$ cat src/rtl/fifo_ctrl_axil_slave_if.sv
// rtl/fifo_ctrl_axil_slave_if.sv - AXI4-Lite bus bundle for the FIFO controller slave
interface fifo_ctrl_axil_slave_if #(
  parameter int C_S_AXI_DATA_WIDTH = 32,
  parameter int C_S_AXI_ADDR_WIDTH = 4
);
  logic [C_S_AXI_ADDR_WIDTH-1:0]     S_AXI_AWADDR;
  logic [2:0]                        S_AXI_AWPROT;
  logic                              S_AXI_AWVALID;
  logic                              S_AXI_AWREADY;
  logic [C_S_AXI_DATA_WIDTH-1:0]     S_AXI_WDATA;
  logic [C_S_AXI_DATA_WIDTH/8-1:0]   S_AXI_WSTRB;
  logic                              S_AXI_WVALID;
  logic                              S_AXI_WREADY;
  logic [1:0]                        S_AXI_BRESP;
  logic                              S_AXI_BVALID;
  logic                              S_AXI_BREADY;
  logic [C_S_AXI_ADDR_WIDTH-1:0]     S_AXI_ARADDR;
  logic [2:0]                        S_AXI_ARPROT;
  logic                              S_AXI_ARVALID;
  logic                              S_AXI_ARREADY;
  logic [C_S_AXI_DATA_WIDTH-1:0]     S_AXI_RDATA;
  logic [1:0]                        S_AXI_RRESP;
  logic                              S_AXI_RVALID;
  logic                              S_AXI_RREADY;

  modport master (
    output S_AXI_AWADDR, S_AXI_AWPROT, S_AXI_AWVALID, S_AXI_WDATA, S_AXI_WSTRB, S_AXI_WVALID,
    output S_AXI_BREADY, S_AXI_ARADDR, S_AXI_ARPROT, S_AXI_ARVALID, S_AXI_RREADY,
    input  S_AXI_AWREADY, S_AXI_WREADY, S_AXI_BRESP, S_AXI_BVALID,
    input  S_AXI_ARREADY, S_AXI_RDATA, S_AXI_RRESP, S_AXI_RVALID
  );

  modport slave (
    input  S_AXI_AWADDR, S_AXI_AWPROT, S_AXI_AWVALID, S_AXI_WDATA, S_AXI_WSTRB, S_AXI_WVALID,
    input  S_AXI_BREADY, S_AXI_ARADDR, S_AXI_ARPROT, S_AXI_ARVALID, S_AXI_RREADY,
    output S_AXI_AWREADY, S_AXI_WREADY, S_AXI_BRESP, S_AXI_BVALID,
    output S_AXI_ARREADY, S_AXI_RDATA, S_AXI_RRESP, S_AXI_RVALID
  );
endinterface

$ cat src/rtl/fifo_ctrl_axil_slave.sv
// rtl/fifo_ctrl_axil_slave.sv - AXI4-Lite slave wrapping a word FIFO with status, control and scratch registers
module fifo_ctrl_axil_slave #(
  parameter int C_S_AXI_DATA_WIDTH = 32,
  parameter int C_S_AXI_ADDR_WIDTH = 4,
  parameter int FIFO_DEPTH         = 16
) (
  input  logic                   S_AXI_ACLK,
  input  logic                   S_AXI_ARESETN,
  fifo_ctrl_axil_slave_if.slave  s_axi,
  output logic                   fifo_empty,
  output logic                   fifo_full,
  output logic                   irq
);
  localparam int PW = $clog2(FIFO_DEPTH);
  localparam logic [1:0] REG_DATA    = 2'd0;
  localparam logic [1:0] REG_STATUS  = 2'd1;
  localparam logic [1:0] REG_CTRL    = 2'd2;
  localparam logic [1:0] REG_SCRATCH = 2'd3;
  localparam logic [1:0] RESP_OKAY   = 2'b00;
  localparam logic [1:0] RESP_SLVERR = 2'b10;

  logic [C_S_AXI_DATA_WIDTH-1:0] mem [FIFO_DEPTH];
  logic [PW-1:0]                 wptr, rptr;
  logic [PW:0]                   count;
  logic [8:0]                    count9;
  logic                          ovf_sticky, udf_sticky;
  logic [C_S_AXI_DATA_WIDTH-1:0] scratch;
  logic                          awready_q, arready_q, bvalid_q, rvalid_q;
  logic [1:0]                    bresp_q, rresp_q;
  logic [C_S_AXI_DATA_WIDTH-1:0] rdata_q, rd_mux;
  logic [C_S_AXI_ADDR_WIDTH-1:0] awaddr, araddr;
  logic [1:0]                    wsel, rsel;
  logic                          aw_hs, ar_hs, push, pop, do_flush, do_clr, wr_ovf, rd_udf;
  logic                          unused_bits;

  assign awaddr = s_axi.S_AXI_AWADDR;
  assign araddr = s_axi.S_AXI_ARADDR;
  assign wsel   = awaddr[3:2];
  assign rsel   = araddr[3:2];
  assign unused_bits = ^{awaddr[1:0], araddr[1:0], s_axi.S_AXI_AWPROT, s_axi.S_AXI_ARPROT};

  assign count9     = 9'(count);
  assign fifo_empty = (count == '0);
  assign fifo_full  = (count == (PW+1)'(FIFO_DEPTH));
  assign irq        = ovf_sticky | udf_sticky;

  // The ready registers mark the handshake cycle; all register side effects happen there.
  assign aw_hs    = awready_q & s_axi.S_AXI_AWVALID & s_axi.S_AXI_WVALID;
  assign ar_hs    = arready_q & s_axi.S_AXI_ARVALID;
  assign do_flush = aw_hs && (wsel == REG_CTRL) && s_axi.S_AXI_WDATA[0];
  assign do_clr   = aw_hs && (wsel == REG_CTRL) && s_axi.S_AXI_WDATA[1];
  assign wr_ovf   = aw_hs && (wsel == REG_DATA) && fifo_full;
  assign rd_udf   = ar_hs && (rsel == REG_DATA) && fifo_empty;
  assign push     = aw_hs && (wsel == REG_DATA) && !fifo_full;
  assign pop      = ar_hs && (rsel == REG_DATA) && !fifo_empty;

  assign s_axi.S_AXI_AWREADY = awready_q;
  assign s_axi.S_AXI_WREADY  = awready_q;
  assign s_axi.S_AXI_BVALID  = bvalid_q;
  assign s_axi.S_AXI_BRESP   = bresp_q;
  assign s_axi.S_AXI_ARREADY = arready_q;
  assign s_axi.S_AXI_RVALID  = rvalid_q;
  assign s_axi.S_AXI_RRESP   = rresp_q;
  assign s_axi.S_AXI_RDATA   = rdata_q;

  always_comb begin
    rd_mux = '0;
    case (rsel)
      REG_DATA:    rd_mux = fifo_empty ? '0 : mem[rptr];
      REG_STATUS: begin
        rd_mux[8:0] = count9;
        rd_mux[16]  = fifo_empty;
        rd_mux[17]  = fifo_full;
        rd_mux[24]  = ovf_sticky;
        rd_mux[25]  = udf_sticky;
      end
      REG_SCRATCH: rd_mux = scratch;
      default:     rd_mux = '0;
    endcase
  end

  always_ff @(posedge S_AXI_ACLK or negedge S_AXI_ARESETN) begin
    if (!S_AXI_ARESETN) begin
      awready_q <= 1'b0;
      bvalid_q  <= 1'b0;
      bresp_q   <= RESP_OKAY;
    end else begin
      awready_q <= s_axi.S_AXI_AWVALID && s_axi.S_AXI_WVALID && !bvalid_q && !awready_q;
      if (aw_hs) begin
        bvalid_q <= 1'b1;
        bresp_q  <= wr_ovf ? RESP_SLVERR : RESP_OKAY;
      end else if (s_axi.S_AXI_BREADY) begin
        bvalid_q <= 1'b0;
      end
    end
  end

  always_ff @(posedge S_AXI_ACLK or negedge S_AXI_ARESETN) begin
    if (!S_AXI_ARESETN) begin
      arready_q <= 1'b0;
      rvalid_q  <= 1'b0;
      rresp_q   <= RESP_OKAY;
      rdata_q   <= '0;
    end else begin
      arready_q <= s_axi.S_AXI_ARVALID && !rvalid_q && !arready_q;
      if (ar_hs) begin
        rvalid_q <= 1'b1;
        rdata_q  <= rd_mux;
        rresp_q  <= rd_udf ? RESP_SLVERR : RESP_OKAY;
      end else if (s_axi.S_AXI_RREADY) begin
        rvalid_q <= 1'b0;
      end
    end
  end

  // Flush wins over any DATA push/pop landing in the same cycle.
  always_ff @(posedge S_AXI_ACLK or negedge S_AXI_ARESETN) begin
    if (!S_AXI_ARESETN) begin
      wptr       <= '0;
      rptr       <= '0;
      count      <= '0;
      ovf_sticky <= 1'b0;
      udf_sticky <= 1'b0;
      scratch    <= '0;
    end else begin
      if (do_flush) begin
        wptr  <= '0;
        rptr  <= '0;
        count <= '0;
      end else begin
        if (push) wptr <= wptr + PW'(1);
        if (pop)  rptr <= rptr + PW'(1);
        if (push && !pop)      count <= count + (PW+1)'(1);
        else if (pop && !push) count <= count - (PW+1)'(1);
      end
      if (wr_ovf)      ovf_sticky <= 1'b1;
      else if (do_clr) ovf_sticky <= 1'b0;
      if (rd_udf)      udf_sticky <= 1'b1;
      else if (do_clr) udf_sticky <= 1'b0;
      if (aw_hs && (wsel == REG_SCRATCH)) begin
        for (int i = 0; i < C_S_AXI_DATA_WIDTH/8; i++) begin
          if (s_axi.S_AXI_WSTRB[i]) scratch[8*i +: 8] <= s_axi.S_AXI_WDATA[8*i +: 8];
        end
      end
    end
  end

  always_ff @(posedge S_AXI_ACLK) begin
    if (push) mem[wptr] <= s_axi.S_AXI_WDATA;
  end
endmodule
$ cat src/flat_wrapper.sv
// flat-port wrapper written by rule: the top's interface ports become plain ports
module fifo_ctrl_axil_slave_flat 
#(
  parameter int C_S_AXI_DATA_WIDTH = 32,
  parameter int C_S_AXI_ADDR_WIDTH = 4,
  parameter int FIFO_DEPTH         = 16
)
  (S_AXI_ACLK, S_AXI_ARESETN, fifo_empty, fifo_full, irq, s_axi_S_AXI_AWADDR, s_axi_S_AXI_AWPROT, s_axi_S_AXI_AWVALID, s_axi_S_AXI_WDATA, s_axi_S_AXI_WSTRB, s_axi_S_AXI_WVALID, s_axi_S_AXI_BREADY, s_axi_S_AXI_ARADDR, s_axi_S_AXI_ARPROT, s_axi_S_AXI_ARVALID, s_axi_S_AXI_RREADY, s_axi_S_AXI_AWREADY, s_axi_S_AXI_WREADY, s_axi_S_AXI_BRESP, s_axi_S_AXI_BVALID, s_axi_S_AXI_ARREADY, s_axi_S_AXI_RDATA, s_axi_S_AXI_RRESP, s_axi_S_AXI_RVALID);
  fifo_ctrl_axil_slave_if #(.C_S_AXI_DATA_WIDTH(C_S_AXI_DATA_WIDTH), .C_S_AXI_ADDR_WIDTH(C_S_AXI_ADDR_WIDTH)) s_axi_i ();
  input  logic S_AXI_ACLK;
  input  logic S_AXI_ARESETN;
  output logic fifo_empty;
  output logic fifo_full;
  output logic irq;
  input wire logic [$bits(s_axi_i.S_AXI_AWADDR)-1:0] s_axi_S_AXI_AWADDR;
  input wire logic [$bits(s_axi_i.S_AXI_AWPROT)-1:0] s_axi_S_AXI_AWPROT;
  input wire logic [$bits(s_axi_i.S_AXI_AWVALID)-1:0] s_axi_S_AXI_AWVALID;
  input wire logic [$bits(s_axi_i.S_AXI_WDATA)-1:0] s_axi_S_AXI_WDATA;
  input wire logic [$bits(s_axi_i.S_AXI_WSTRB)-1:0] s_axi_S_AXI_WSTRB;
  input wire logic [$bits(s_axi_i.S_AXI_WVALID)-1:0] s_axi_S_AXI_WVALID;
  input wire logic [$bits(s_axi_i.S_AXI_BREADY)-1:0] s_axi_S_AXI_BREADY;
  input wire logic [$bits(s_axi_i.S_AXI_ARADDR)-1:0] s_axi_S_AXI_ARADDR;
  input wire logic [$bits(s_axi_i.S_AXI_ARPROT)-1:0] s_axi_S_AXI_ARPROT;
  input wire logic [$bits(s_axi_i.S_AXI_ARVALID)-1:0] s_axi_S_AXI_ARVALID;
  input wire logic [$bits(s_axi_i.S_AXI_RREADY)-1:0] s_axi_S_AXI_RREADY;
  output wire logic [$bits(s_axi_i.S_AXI_AWREADY)-1:0] s_axi_S_AXI_AWREADY;
  output wire logic [$bits(s_axi_i.S_AXI_WREADY)-1:0] s_axi_S_AXI_WREADY;
  output wire logic [$bits(s_axi_i.S_AXI_BRESP)-1:0] s_axi_S_AXI_BRESP;
  output wire logic [$bits(s_axi_i.S_AXI_BVALID)-1:0] s_axi_S_AXI_BVALID;
  output wire logic [$bits(s_axi_i.S_AXI_ARREADY)-1:0] s_axi_S_AXI_ARREADY;
  output wire logic [$bits(s_axi_i.S_AXI_RDATA)-1:0] s_axi_S_AXI_RDATA;
  output wire logic [$bits(s_axi_i.S_AXI_RRESP)-1:0] s_axi_S_AXI_RRESP;
  output wire logic [$bits(s_axi_i.S_AXI_RVALID)-1:0] s_axi_S_AXI_RVALID;
  assign s_axi_i.S_AXI_AWADDR = s_axi_S_AXI_AWADDR;
  assign s_axi_i.S_AXI_AWPROT = s_axi_S_AXI_AWPROT;
  assign s_axi_i.S_AXI_AWVALID = s_axi_S_AXI_AWVALID;
  assign s_axi_i.S_AXI_WDATA = s_axi_S_AXI_WDATA;
  assign s_axi_i.S_AXI_WSTRB = s_axi_S_AXI_WSTRB;
  assign s_axi_i.S_AXI_WVALID = s_axi_S_AXI_WVALID;
  assign s_axi_i.S_AXI_BREADY = s_axi_S_AXI_BREADY;
  assign s_axi_i.S_AXI_ARADDR = s_axi_S_AXI_ARADDR;
  assign s_axi_i.S_AXI_ARPROT = s_axi_S_AXI_ARPROT;
  assign s_axi_i.S_AXI_ARVALID = s_axi_S_AXI_ARVALID;
  assign s_axi_i.S_AXI_RREADY = s_axi_S_AXI_RREADY;
  assign s_axi_S_AXI_AWREADY = s_axi_i.S_AXI_AWREADY;
  assign s_axi_S_AXI_WREADY = s_axi_i.S_AXI_WREADY;
  assign s_axi_S_AXI_BRESP = s_axi_i.S_AXI_BRESP;
  assign s_axi_S_AXI_BVALID = s_axi_i.S_AXI_BVALID;
  assign s_axi_S_AXI_ARREADY = s_axi_i.S_AXI_ARREADY;
  assign s_axi_S_AXI_RDATA = s_axi_i.S_AXI_RDATA;
  assign s_axi_S_AXI_RRESP = s_axi_i.S_AXI_RRESP;
  assign s_axi_S_AXI_RVALID = s_axi_i.S_AXI_RVALID;
  fifo_ctrl_axil_slave #(.C_S_AXI_DATA_WIDTH(C_S_AXI_DATA_WIDTH), .C_S_AXI_ADDR_WIDTH(C_S_AXI_ADDR_WIDTH), .FIFO_DEPTH(FIFO_DEPTH)) u_core (.S_AXI_ACLK(S_AXI_ACLK), .S_AXI_ARESETN(S_AXI_ARESETN), .s_axi(s_axi_i), .fifo_empty(fifo_empty), .fifo_full(fifo_full), .irq(irq));
endmodule
$ cat config.mk
export PLATFORM = sky130hd
export DESIGN_NAME = fifo_ctrl_axil_slave_flat
export DESIGN_NICKNAME = d
export VERILOG_FILES = /design/src/rtl/fifo_ctrl_axil_slave_if.sv /design/src/rtl/fifo_ctrl_axil_slave.sv /design/src/flat_wrapper.sv
export SDC_FILE = /design/constraint.sdc
export NUM_CORES = 1
export LEC_CHECK = 0
export BUFFER_PORTS_ARGS = -buffer_cell sky130_fd_sc_hd__buf_4
export CAP_MARGIN = 40
export CORE_ASPECT_RATIO = 0.7
export CORE_MARGIN = 3
export CORE_UTILIZATION = 50
export CTS_CLUSTER_SIZE = 25
export DETAILED_ROUTE_END_ITERATION = 10
export PLACE_DENSITY = 0.66
export SLEW_MARGIN = 20
export SYNTH_ARGS = -nofsm -noshare
export SYNTH_HDL_FRONTEND = slang
export SYNTH_SLANG_ARGS = --single-unit
$ cat constraint.sdc
create_clock -name S_AXI_ACLK -period 4.2 [get_ports S_AXI_ACLK]
set_input_delay 0.21 -clock S_AXI_ACLK [delete_from_list [all_inputs] [get_ports S_AXI_ACLK]]
set_output_delay 0.21 -clock S_AXI_ACLK [all_outputs]
set_load 0.05 [all_outputs]
Word-level counts from Yosys, hierarchy flattened
Memories as Yosys holds them, arrays and structs flattened. Index checks and enable logic that the tools add are counted.

Reductions and logical operators: 39. Multiplexer cells: 25. Add/subtract/negate cells: 4. Equality and inequality tests: 5. Bitwise gates (word level): 4.

Operators with widths (count): 32-bit 2-to-1 mux (1); 9-bit one-hot mux with 3 select lines (1); 6-bit one-hot mux with 2 select lines (2); 1-bit logical AND (17); 4-bit 2-to-1 mux (4); 5-bit 2-to-1 mux (3); 7-bit one-hot mux with 2 select lines (1); 2-bit one-hot mux with 3 select lines (2); 2-bit nonzero test (6); 1-bit 2-to-1 mux (9); 4-bit by 1-bit adder with 4-bit output (second input constant) (2); 1-bit logical NOT (8); 2-bit AND reduction (4); 2-bit equality test (second input constant) (3); 5-bit by 1-bit adder with 5-bit output (second input constant) (1); 5-bit equality test (second input constant) (1); 5-bit logical NOT (1); 5-bit by 1-bit subtractor with 5-bit output (second input constant) (1); 2-bit logical NOT (2); 2-bit 2-to-1 mux (2); 1-bit AND (3); 3-bit nonzero test (1); 2-bit by 1-bit equality test with 1-bit output (second input constant) (1); 1-bit bitwise OR (1).

Word-level logic and storage cells: 94. Bits of input ports: 57. Memories: 1. Register bits after elaboration: 87. Bits in writable memories: 512.

Memory list: u_core.mem (words 16, width 32, rd ports 1, clocked after Yosys merged registers in 0, wr ports 1, RTL line fifo_ctrl_axil_slave.sv:22) `logic [C_S_AXI_DATA_WIDTH-1:0] mem [FIFO_DEPTH];`.

Longest topological paths before layout
Depth after elaboration: 9. Mapped depth: 12.

Worst setup path after synthesis
No wires, ideal clock.

Kind: flip-flop to flip-flop. Start: reg u_core.awready_q (netlist: u_core.s_axi.S_AXI_AWREADY). End: reg u_core.count[4]. Clock period less this slack: 3.182 ns. Setup slack: 1.018 ns. Stages on the path, launching flop included: 11. Data required time: 4.123 ns. Arrival time: 3.105 ns. Library setup time: 0.077 ns. Path through: dfrtp_1 nand3_1 a2111oi_4 ha_1 inv_1 fa_1 a21o_1 a21oi_1 xnor2_1 or3_1 a21oi_1.

Word-level cells in the longest chain between the ends: 7. Elaborated cells on any way between the ends: 12. Those cells by class: mux: 2; bitwise: 2; reduce/logical: 8.

Ends and longest elaborated chain: from (decl) (RTL line fifo_ctrl_axil_slave.sv:28) `logic awready_q, arready_q, bvalid_q, rvalid_q;`; from (signal assigned) (RTL line fifo_ctrl_axil_slave.sv:88) `awready_q <= s_axi.S_AXI_AWVALID && s_axi.S_AXI_WVALID && !bvalid_q && !awready_q;`; 1-bit AND * (2 in series) (RTL line fifo_ctrl_axil_slave.sv:48) `assign aw_hs = awready_q & s_axi.S_AXI_AWVALID & s_axi.S_AXI_WVALID;`; 1-bit logical AND (2 in series) (RTL line fifo_ctrl_axil_slave.sv:54) `assign push = aw_hs && (wsel == REG_DATA) && !fifo_full;`; 1-bit logical AND or 1-bit logical NOT (tied branches) (RTL line fifo_ctrl_axil_slave.sv:133, fifo_ctrl_axil_slave.sv:134); 5-bit 2-to-1 mux or 1-bit logical AND (tied branches) (RTL line fifo_ctrl_axil_slave.sv:133, fifo_ctrl_axil_slave.sv:134); 5-bit 2-to-1 mux or 3-bit nonzero test (tied branches); to (signal assigned) (RTL line fifo_ctrl_axil_slave.sv:133) `if (push && !pop) count <= count + (PW+1)'(1);`; to (signal assigned) (RTL line fifo_ctrl_axil_slave.sv:134) `else if (pop && !push) count <= count - (PW+1)'(1);`; to (decl) (RTL line fifo_ctrl_axil_slave.sv:24) `logic [PW:0] count;`.

Every way passes the cells marked *; elsewhere a longest branch is shown, timed or not. A chain may end at the register's enable or synchronous reset.

Worst setup path in the final report
Start: reg u_core.count[0]. End: reg u_core.count[4].

Word-level cells in the longest chain between the ends: 7. Elaborated cells on any way between the ends: 16. Those cells by class: add/sub: 2; eq/ne: 1; mux: 3; reduce/logical: 10.

Ends and longest elaborated chain: branches (longest 7 deep; another with 5-bit by 1-bit subtractor with 5-bit output).

Several ways; the timed one is not identified. The select of a mux whose other input is x is not followed.

==> metrics.md <==
| Metric | Value |
|---|---|
| Cell with the most instances after synthesis | edfxtp_1 |
| Ranking of synthesized cells by area | edfxtp_1, dfrtp_1, mux4_2 |
| Final instance area | 0.0274 mm² |
| Sw frac | 26.6% |
| CTS Buffer Depth | 3 |
| Buf/Inv on CP | 1 |
| Full die area | 0.0498 mm² |
| Clk root buf | clkbuf_16 |
| CP max FO | 6 |
| Cell chain of the critical path | nor4_1 > a21boi_0 > nand2_1 > ha_1 > inv_1 > fa_1 > a21o_1 > a21oi_1 > xnor2_1 > or3_1 > a21oi_1 |
| # hold bufs at CTS | 41 |
| Worst-path clk slew | 0.06 ns |
| Antenna violations before repair | 2 |
| Die H | 188 µm |
| YS warnings | 0 |
| GR Overflow Total | 0 |
| Compound-cell area share of the yosys netlist | 5.12% |
| Multiplexer share of the synthesized area | about 15% |
| Pre-CTS setup slack | 0.747 ns |
| Core Area | 0.0458 mm² |
| Post-Syn Area | 0.0236 mm² |
| Cells on worst reg2reg path | 11 |
| Internal power | 10.7 mW |
| Slew Limit Headroom | 41.3% |
| Final Slew Violations | 0 |
| Status | finished clean |
| Max Clock Skew | roughly 0.018 ns |
| Largest family of logic cells by synthesized area | multiplexers |
| Vias per cell | ~6 |
| P per Cell Area | 532 mW/mm² |
| Setup crit end kind | register |
| Via count | 12300 |
| Crit-path max cell delay | 0.79 ns |
| Type of origin of the critical path | register |
| Fmax | 281 MHz |
| DR DRC count | 0 |
| Final setup fails | 0 |
| Crit Path Class | reg2reg |
| Seq/Total Area, Yosys | between 70% and 80% |
| Logic pwr share | 18.2% |
| CTS tree | done |
| RSZ-0062 raised after global routing | no |
| Post-DR wirelength/cell | approximately 26 µm |
| Number of synthesized flops with an enable pin | roughly 510 |
| H-tree lvl count | 2 |
| Final period utilization | 84.9% |
| CP Launch Point | u_core.count[0] |
| Iter 0 DRT Violations | approximately 1300 |
| Register bit total from synthesis | 597 |
| Async set-reset flop share out of synthesis | 14.2% |
| Antenna Nets Post-Route | 0 |
| Post-Synth Adder-Cell Area | 0.775% |
| Clock power frac | approximately 34% |
| CP most frequent cell | a21oi_1 |
| Number of core rows | 65 |
| Layout Nets | 1455 |
| Mean Syn Cell Area | 19.4 µm² |
| Largest net degree at the start of global routing | 52 |
| Fin crit period | 3.56 ns |
| Simple-Gate Fraction of Synth Area | under 10% |
| Main synth FF type | edfxtp_1 |
| I/O Buffers | 88 |
| Synth cell types | 55 |
| Starting Density | 51.5% |
| Placement Cell Area | about 0.025 mm² |
| Setup ws final | 0.635 ns |
| Crit Reg-Reg Startpoint | u_core.count[0] |
| Flop pwr share | 47.4% |
| # Post-CTS Setup Buffers | 0 |
| Top cell type by total area after synthesis | edfxtp_1 |
| Ant diodes | 0 |
| Clock network latency to the later pin of the worst-skew pair | 0.58 ns |
| P_leak | 9.24 nW |
| Clk sinks | 597 |
| First-pass GRT wire length | 78900 µm |
| Post-Synthesis Cells | around 1200 |
| RR Endpoint | u_core.count[4] |
| Worst EP required | 4.71 ns |
| Least-Margin Pin Slew | 0.873 ns |
| Post-synth top area share | about two thirds |
| Die X | 265 µm |
| Setup_tns | 0 ns |
| Worst VDD drop | 0.357 mV |
| WL final | 52600 µm |
| Most instantiated cells after synthesis | edfxtp_1, mux2i_1, dfrtp_1, mux2_2, mux4_2 |
| CP max stage cell | nor4_1 |
| Post-layout util | 59.8% |
| Arr. time, crit path | 4.07 ns |
| Synth-to-Final Area Change | 16.3% |
| Post-detail-place hpwl | 31200 µm |
| Final Hold Viols | 0 |
| Max-cap violations | 0 |
| Crit path max-delay family | simple AND/OR/NAND/NOR gates |
| Vias in the first global route | 12200 |
| Total GRT Usage | 21.2% |
| Layout cell share with drive strength beyond 1 | 25.9% |
| TritonCTS buffer count | 55 |
| Min-delay worst type | in2async |
| # resized after CTS | 0 |
| Drt first pass iters | 8 |
| RePlAce Congestion | 0.800 |
| Xor-xnor portion of the synthesized cell area | 0.372% |
| Worst reg-to-reg setup slack | 0.64 ns |
| Switching power | 3.88 mW |
| Ports | 101 |
## cell type report
class                      instances  area, µm²
clock inverter                    23        241
timing repair buffer             173       1550
tap                              603        754
multi-input combinational        549       5720
clock buffer                      79       1580
sequential                       597      17500
fill                            3315      18400
inverter                           8       30.0
## per-layer routing
layer  track usage, %  vias to the layer above  routed length, µm  share of wire [%]
met2             32.0                      403              24000                 46
met1             33.1                     6479              24600                 47
met4             4.45                        4                878                1.7
met3             3.46                       74               3130                5.9
li1                 -                     5331                  -                  -
met5                0                        -                 21              0.040
## stage by stage
step                      cells  hold WS [ns]  total power, mW
after floorplan            1218       -0.0856             8.85
after global placement     1884         0.344             9.60
after detailed placement   1887        0.0710             9.65
after CTS                  2030       0.00353             14.7
after global routing       2032        0.0139             15.2
final                      2032        0.0216             14.6
## flip-flops by register name, indices dropped and copies added (netlist names)
name,cells
u_core.s_axi.S_AXI_AWREADY,1
u_core.s_axi.S_AXI_RRESP,1
u_core.mem,512
u_core.udf_sticky,1
u_core.s_axi.S_AXI_BVALID,1
u_core.scratch,32
u_core.s_axi.S_AXI_RVALID,1
u_core.rptr,4
u_core.wptr,4
u_core.s_axi.S_AXI_RDATA,32
u_core.ovf_sticky,1
u_core.s_axi.S_AXI_ARREADY,1
u_core.count,5
u_core.s_axi.S_AXI_BRESP,1
## how the worst max path moves through the flow
stage | endpoint | slack, ns | depth (start not counted)
3_3_place_gp | u_core.count[4] | 0.85 | 11
5_1_grt | u_core.count[4] | 0.54 | 11
4_1_cts | u_core.count[4] | 0.74 | 11
2_1_floorplan | u_core.count[4] | 1.02 | 10
3_5_place_dp | u_core.count[4] | 0.75 | 11
6_report | u_core.count[4] | 0.64 | 11
## power by group through the flow
stage                     registers [mW]  logic, mW  clock network, mW
after floorplan                     7.21       1.64                  0
after global placement              7.10       2.50                  0
after detailed placement            7.11       2.54                  0
after CTS                           6.99       2.58               5.09
after global routing                6.95       2.84               5.36
final                               6.92       2.65               5.01
## layout by cell type (no fill, tap or decap), drive strengths merged, types with 3 or more instances in the layout
master | Yosys | final
bufinv | 0 | 5
o22ai | 22 | 22
o31a | 4 | 4
nor3 | 5 | 5
nor3b | 4 | 4
a2111oi | 8 | 8
mux2i | 91 | 91
nand2 | 23 | 23
xnor2 | 5 | 5
dfrtp | 85 | 85
inv | 8 | 8
clkbuf | 24 | 79
clkinv | 0 | 15
and2 | 18 | 18
xor2 | 5 | 5
nor4 | 9 | 9
o21ai | 41 | 41
mux4 | 76 | 76
a221oi | 13 | 13
nor2 | 23 | 23
a22oi | 17 | 17
dlygate4sd3 | 0 | 41
a22o | 14 | 14
nor2b | 10 | 10
a222oi | 19 | 19
a211oi | 7 | 7
mux2 | 79 | 79
ha | 13 | 13
nand3 | 7 | 7
clkinvlp | 0 | 3
a21oi | 13 | 13
edfxtp | 512 | 512
nand3b | 4 | 4
buf | 40 | 132
## cells by family (layout without fill, tap and decap cells)
group / after synthesis / count (layout)
AO/OA/AOI/OAI: 165 / 165
XOR/XNOR: 10 / 10
adder cells (fa/ha/maj): 14 / 14
buffers and inverters: 72 / 283
flip-flops: 597 / 597
multiplexers: 246 / 246
other: 1 / 2
AND/OR/NAND/NOR: 112 / 112
(Power assumes the default switching activity.)
